--- src/rtl/fetch_stage.sv ---
// fetch_stage -- instruction fetch stage of the aricriscv 5-stage pipeline.
//
// Takes the predicted PC from the F pipeline register, issues an instruction
// memory read, buffers the returned word for decode and produces the next
// predicted PC that the F register captures. Execute-stage redirects are
// absorbed here; a fetch that cannot be cancelled on the bus is drained
// and its data discarded.
//
// Parameters:
//   PC_WIDTH  PC / memory address width (>= 21)
//   RESET_PC  first fetch address after reset
//
// Ports:
//   clk_i           clock, rising edge
//   rst_i           synchronous active-high reset
//   F_predPC_i      predicted PC from the F pipeline register
//   e_redirect_i    execute-stage redirect pulse
//   e_redirectPC_i  redirect target, valid with e_redirect_i
//   d_ready_i       decode accepts the presented instruction
//   imem_req_o      instruction memory request
//   imem_addr_o     request address, stable while imem_req_o is high
//   imem_ack_i      read data valid (same cycle as the request or later)
//   imem_rdata_i    instruction word, valid with imem_ack_i
//   f_valid_o       f_instr_o / f_pc_o hold a valid instruction (registered)
//   f_instr_o       buffered instruction (registered)
//   f_pc_o          address of f_instr_o (registered)
//   f_predPC_o      next predicted PC, to the F register input
//   f_stall_req_o   request to stall the F register
//
// Build option:
//   FETCH_BTFN_PREDICT_EN  predict backward conditional branches as taken;
//                          when undefined every branch predicts pc + 4.

module fetch_stage #(
  parameter int unsigned         PC_WIDTH = 32,
  parameter logic [PC_WIDTH-1:0] RESET_PC = '0
) (
  input  logic                clk_i,
  input  logic                rst_i,
  input  logic [PC_WIDTH-1:0] F_predPC_i,
  input  logic                e_redirect_i,
  input  logic [PC_WIDTH-1:0] e_redirectPC_i,
  input  logic                d_ready_i,
  output logic                imem_req_o,
  output logic [PC_WIDTH-1:0] imem_addr_o,
  input  logic                imem_ack_i,
  input  logic [31:0]         imem_rdata_i,
  output logic                f_valid_o,
  output logic [31:0]         f_instr_o,
  output logic [PC_WIDTH-1:0] f_pc_o,
  output logic [PC_WIDTH-1:0] f_predPC_o,
  output logic                f_stall_req_o
);

  typedef enum logic [1:0] {
    ST_FETCH,
    ST_WAIT,
    ST_VALID,
    ST_DRAIN
  } state_t;

  localparam logic [6:0]          OP_JAL  = 7'b1101111;
  localparam logic [PC_WIDTH-1:0] PC_STEP = PC_WIDTH'(4);
`ifdef FETCH_BTFN_PREDICT_EN
  localparam logic [6:0]          OP_BRANCH = 7'b1100011;
`endif

  state_t              state_q;
  logic [PC_WIDTH-1:0] pc_q;
  logic [31:0]         instr_q;
  logic                valid_q;
  logic                redir_pend_q;
  logic [PC_WIDTH-1:0] redir_pc_q;

  logic [PC_WIDTH-1:0] sel_pc;
  logic [PC_WIDTH-1:0] j_imm;
  logic [PC_WIDTH-1:0] pred_pc;
`ifdef FETCH_BTFN_PREDICT_EN
  logic [PC_WIDTH-1:0] b_imm;
`endif

  // A live redirect beats a pending one, which beats the F register.
  assign sel_pc = e_redirect_i ? e_redirectPC_i :
                  redir_pend_q ? redir_pc_q     : F_predPC_i;

  assign j_imm = {{(PC_WIDTH-21){instr_q[31]}}, instr_q[31], instr_q[19:12],
                  instr_q[20], instr_q[30:21], 1'b0};
`ifdef FETCH_BTFN_PREDICT_EN
  assign b_imm = {{(PC_WIDTH-13){instr_q[31]}}, instr_q[31], instr_q[7],
                  instr_q[30:25], instr_q[11:8], 1'b0};
`endif

  always_comb begin
    pred_pc = pc_q + PC_STEP;
    if (instr_q[6:0] == OP_JAL) begin
      pred_pc = pc_q + j_imm;
    end
`ifdef FETCH_BTFN_PREDICT_EN
    // Sign bit of the B-immediate marks a backward branch.
    else if (instr_q[6:0] == OP_BRANCH && instr_q[31]) begin
      pred_pc = pc_q + b_imm;
    end
`endif
  end

  assign f_predPC_o    = rst_i ? RESET_PC + PC_STEP : pred_pc;
  assign imem_req_o    = !rst_i && (state_q != ST_VALID);
  assign imem_addr_o   = (state_q == ST_FETCH) ? sel_pc : pc_q;
  assign f_stall_req_o = rst_i ||
                         !(state_q == ST_VALID && d_ready_i && !e_redirect_i);

  assign f_valid_o = valid_q;
  assign f_instr_o = instr_q;
  assign f_pc_o    = pc_q;

  always_ff @(posedge clk_i) begin
    if (rst_i) begin
      state_q      <= ST_FETCH;
      pc_q         <= '0;
      instr_q      <= '0;
      valid_q      <= 1'b0;
      redir_pend_q <= 1'b1;
      redir_pc_q   <= RESET_PC;
    end else begin
      unique case (state_q)
        ST_FETCH: begin
          pc_q         <= sel_pc;
          redir_pend_q <= 1'b0;
          if (imem_ack_i) begin
            instr_q <= imem_rdata_i;
            valid_q <= 1'b1;
            state_q <= ST_VALID;
          end else begin
            state_q <= ST_WAIT;
          end
        end
        ST_WAIT: begin
          if (e_redirect_i) begin
            // Data arriving with the redirect is stale; without an ack the
            // bus still owes a response that must be drained.
            redir_pend_q <= 1'b1;
            redir_pc_q   <= e_redirectPC_i;
            state_q      <= imem_ack_i ? ST_FETCH : ST_DRAIN;
          end else if (imem_ack_i) begin
            instr_q <= imem_rdata_i;
            valid_q <= 1'b1;
            state_q <= ST_VALID;
          end
        end
        ST_DRAIN: begin
          if (e_redirect_i) begin
            redir_pc_q <= e_redirectPC_i;
          end
          if (imem_ack_i) begin
            state_q <= ST_FETCH;
          end
        end
        ST_VALID: begin
          if (e_redirect_i) begin
            redir_pend_q <= 1'b1;
            redir_pc_q   <= e_redirectPC_i;
            valid_q      <= 1'b0;
            state_q      <= ST_FETCH;
          end else if (d_ready_i) begin
            valid_q <= 1'b0;
            state_q <= ST_FETCH;
          end
        end
        default: begin
          valid_q <= 1'b0;
          state_q <= ST_FETCH;
        end
      endcase
    end
  end

endmodule

--- config.mk ---
export PLATFORM = sky130hd
export DESIGN_NAME = fetch_stage
export DESIGN_NICKNAME = d
export VERILOG_FILES = /design/src/rtl/fetch_stage.sv
export SDC_FILE = /design/constraint.sdc
export NUM_CORES = 1
export LEC_CHECK = 0
export CAP_MARGIN = 20
export CORE_AREA = 2 2 169 130
export DETAILED_ROUTE_END_ITERATION = 7
export DIE_AREA = 0 0 171 132
export PLACE_DENSITY = 0.65
export SETUP_SLACK_MARGIN = 0.5
export SYNTH_ARGS = -nofsm -noshare
export SYNTH_HDL_FRONTEND = slang
export SYNTH_SLANG_ARGS = --single-unit
export TNS_END_PERCENT = 10
--- constraint.sdc ---
create_clock -name clk_i -period 2.9 [get_ports clk_i]
set_input_delay 0.58 -clock clk_i [delete_from_list [all_inputs] [get_ports clk_i]]
set_output_delay 0.58 -clock clk_i [all_outputs]
set_load 0.01 [all_outputs]
==> impl_metrics.env <==
export IMPL_run_status="complete, but fails checks"
export IMPL_failing_checks="setup timing"
export IMPL_r2r_cells=7
export IMPL_io_buffer_count=231
export IMPL_rr_endpoint="f_valid_o$_SDFFE_PP0P_"
export IMPL_synth_seq_area_share_pct=27.8
export IMPL_post_route_min_period_ps=3820
export IMPL_power_internal_mw=3.23
export IMPL_fin_area_um2=12200
export IMPL_synth_largest_area_cell="sky130_fd_sc_hd__dfxtp_1"
export IMPL_worst_slew_margin_rel_pct=59.3
export IMPL_numCtsBuffers=9
export IMPL_cp_depth=12
export IMPL_postCtsHoldBufs=0
export IMPL_ys_warn_count=0
export IMPL_drt_vias_per_instance=5.10
export IMPL_final_instance_count_excl_fill=1673
export IMPL_core_region_area_um2=20800
export IMPL_critPathCaptureType="output port"
export IMPL_hold_viol=0
export IMPL_reg2reg_slack_ps=1020
export IMPL_floorplan_rows=46
export IMPL_route_antenna_remaining_nets=0
export IMPL_detailedPlacementHpwl_um=22600
export IMPL_post_synth_instance_area_um2=7210
export IMPL_clk_pin_slew_ps=70
export IMPL_netSwitchingPower_mw=1.77
export IMPL_finalSetupViolCount=24
export IMPL_floorplan_initialDensity_pct=34.6
export IMPL_synth_async_reset_ratio_pct=0
export IMPL_dieArea_um2=22600
export IMPL_n_antenna_cell=0
export IMPL_max_stage_delay_ps=420
export IMPL_chipHeight_um=132
export IMPL_timing_worst_slew_pin_value_ps=611
export IMPL_yosys_top_cells_count="sky130_fd_sc_hd__nand2_1, sky130_fd_sc_hd__a21oi_1, sky130_fd_sc_hd__dfxtp_1"
export IMPL_synth_top_area_cells="sky130_fd_sc_hd__dfxtp_1, sky130_fd_sc_hd__nand2_1, sky130_fd_sc_hd__a21oi_1, sky130_fd_sc_hd__ha_1, sky130_fd_sc_hd__mux2i_1"
export IMPL_timing_critical_path_from_type="flop"
export IMPL_synth_enable_flop_cells=0
export IMPL_fin_crit_sh_pct=132
export IMPL_clkSinkCount=100
export IMPL_grt_setup_unrepaired="true"
export IMPL_finish_utilization_pct=58.3
export IMPL_power_mw=5.00
export IMPL_number_of_nets_in_the_synthesized_netlist=1123
export IMPL_cells_along_the_critical_path="ha_4 > inv_2 > fa_2 > nor2b_4 > o31ai_4 > a2111oi_4 > nor4_4 > or3_4 > a211oi_2 > buf_4 > mux2_4 > buf_6"
export IMPL_clock_insertion_delay_worst_skew_ps=360
export IMPL_critPathSlowestCell="sky130_fd_sc_hd__a2111oi_4"
export IMPL_drt_first_iter_violations=636
export IMPL_dpl_instance_area_um2=11300
export IMPL_pwrdens_nw_per_um2=412
export IMPL_dp_cells=1641
export IMPL_final_report_max_slew_violation_count=0
export IMPL_yosys_most_used_dff="sky130_fd_sc_hd__dfxtp_1"
export IMPL_postSynthRegisterBits=100
export IMPL_criticalPathCategory="reg2out"
export IMPL_cp_arrival_ps=3240
export IMPL_ctsLongestPathBuffers=2
export IMPL_synth_most_common_cell="sky130_fd_sc_hd__nand2_1"
export IMPL_synth_avg_cell_area_um2=7.32
export IMPL_grt_pass1_vias=8366
export IMPL_timing_rr_start="state_q[1]$_SDFFE_PP0P_"
export IMPL_power_leakage_nw=5.15
export IMPL_drt_wl_total_um=29600
export IMPL_switching_share_pct=35.4
export IMPL_comb_power_share_pct=44.2
export IMPL_timing_final_ws_setup_ps=-922
export IMPL_nets=1517
export IMPL_die_w_um=171
export IMPL_achievable_frequency_mhz=262
export IMPL_worstPathBufferInverterCount=3
export IMPL_vdd_ir_drop_worst_mv=0.259
export IMPL_gp_congestion=0.929
export IMPL_drt_pass1_iterations=5
export IMPL_grt_usage_pct=24.8
export IMPL_timing_critical_path_required_ps=2320
export IMPL_maximum_number_of_pins_on_one_net_before_global_route_repair=56
export IMPL_synth_cell_type_count=70
export IMPL_synthCells=986
export IMPL_clk_root_buffer_cell="sky130_fd_sc_hd__clkbuf_16"
export IMPL_count_of_vias_placed_by_the_detailed_router=8535
export IMPL_critical_path_max_fanout=3
export IMPL_first_pass_grt_wire_length_um=44200
export IMPL_post_route_cells_drive_above_1_share_pct=31.4
export IMPL_min_delay_path_depth=2
export IMPL_critical_path_startpoint="f_instr_o[21]$_SDFFE_PP0P_"
export IMPL_timing_critical_path_max_delay_family="compound AO/OA/AOI/OAI gates"
export IMPL_crit_path_end="f_predPC_o[31]"
export IMPL_cts_htree_levels=3
export IMPL_clockPowerShare_pct=23.7
export IMPL_cts_tree="built"
export IMPL_aggregate_global_routing_overflow=0
export IMPL_hold_class="reg2reg"
export IMPL_wl_per_cell_um=17.7
export IMPL_sequentialPowerShare_pct=32.1
export IMPL_design_portCount=232
export IMPL_initial_antenna_violation_count=0
export IMPL_synthToLayoutAreaGrowth_pct=68.5
export IMPL_detail_route_drc_violations=0
export IMPL_count_of_filler_cells_inserted_in_the_layout=1945
export IMPL_drv_max_cap_violation_count=0
export IMPL_worst_clock_skew_ps=6.62
export IMPL_synth_top_area_share_pct=27.8
==> repair_timing <==
item	in CTS	in global routing
endpoints found under the hold margin	0	0
resized for setup	262	139
setup endpoints to repair	64	64
buffers inserted	6	10
pin swaps	44	40
==> tightest hold or removal path: cells and delay by family (launching register included) <==
family / cells / cell delay, ps
flip-flops: 1 / 310
AO/OA/AOI/OAI: 1 / 50
AND/OR/NAND/NOR: 1 / 50
==> area by class of cell <==
class	instances	area (um^2)	share of cell area, %
multi-input combinational	789	5440	44.7
timing repair buffer	448	3910	32.2
sequential	100	2040	16.8
tap	288	360	2.97
clock buffer	11	243	2.00
inverter	32	123	1.01
clock inverter	5	35.0	0.288
==> layer usage <==
| metal | global-route usage [%] | wire, um | up-vias |
|---|---|---|---|
| met2 | 40.9 | 13800 | 319 |
| met5 | 0 | 0 | - |
| met3 | 6.33 | 2470 | 54 |
| met4 | 8.33 | 914 | 0 |
| li1 | - | - | 4217 |
| met1 | 31.6 | 12400 | 3945 |
==> placed cells by master, fill, tap and decap left out, types with 19 or more instances in the layout <==
cell type / n
sky130_fd_sc_hd__a21oi_1: 89
sky130_fd_sc_hd__buf_2: 27
sky130_fd_sc_hd__buf_4: 201
sky130_fd_sc_hd__buf_6: 24
sky130_fd_sc_hd__clkdlybuf4s50_1: 165
sky130_fd_sc_hd__dfxtp_1: 77
sky130_fd_sc_hd__ha_1: 19
sky130_fd_sc_hd__inv_1: 28
sky130_fd_sc_hd__mux2i_1: 35
sky130_fd_sc_hd__nand2_1: 218
sky130_fd_sc_hd__nor2_1: 41
sky130_fd_sc_hd__nor2b_1: 37
sky130_fd_sc_hd__o21ai_0: 40
sky130_fd_sc_hd__o21ai_1: 26
sky130_fd_sc_hd__xnor2_1: 33
==> flip-flops by register name, summed over array words and instances (netlist names) <==
register / flops
state_q: 2
redir_pend_q: 1
f_pc_o: 32
f_valid_o: 1
redir_pc_q: 32
f_instr_o: 32
==> worst min-delay path by stage <==
stage / from / end / slack [ps]
after CTS: redir_pc_q[29]$_SDFFE_PP0P_ / redir_pc_q[29]$_SDFFE_PP0P_ / 460
after detailed placement: redir_pc_q[29]$_SDFFE_PP0P_ / redir_pc_q[29]$_SDFFE_PP0P_ / 450
after global routing: redir_pc_q[5]$_SDFFE_PP0P_ / redir_pc_q[5]$_SDFFE_PP0P_ / 470
after global placement: redir_pc_q[16]$_SDFFE_PP0P_ / redir_pc_q[16]$_SDFFE_PP0P_ / 440
after floorplan: redir_pc_q[0]$_SDFFE_PP0P_ / redir_pc_q[0]$_SDFFE_PP0P_ / 440
final: redir_pc_q[29]$_SDFFE_PP0P_ / redir_pc_q[29]$_SDFFE_PP0P_ / 460
==> logic make-up (layout without fill, tap and decap cells) <==
logic type	after synthesis	count (layout)	share of synthesized area (%)
compound gates	265	265	23.6
simple gates	398	398	25.1
mux	48	48	6.89
flops	100	100	27.8
buf+inv	97	496	5.27
xor+xnor	42	42	5.10
fa+ha+maj	36	36	6.35
==> metrics by stage <==
stage	worst slack [ps]	TNS [ps]	hold WS, ps
6_report	-922	-9840	456
5_1_grt	-1010	-12270	472
4_1_cts	-1010	-12280	457
3_5_place_dp	-884	-12690	448
3_3_place_gp	-859	-12030	441
2_1_floorplan	-208	-275	436
==> power groups by stage <==
stage	combinational [mW]	sequential, mW	clock, mW
finish	2.21	1.60	1.19
global route	2.39	1.62	1.25
CTS	2.13	1.59	1.21
detailed placement	2.11	1.62	0
global placement	2.10	1.61	0
floorplan	0.903	1.67	0
Power figures use the tool's default switching activity.
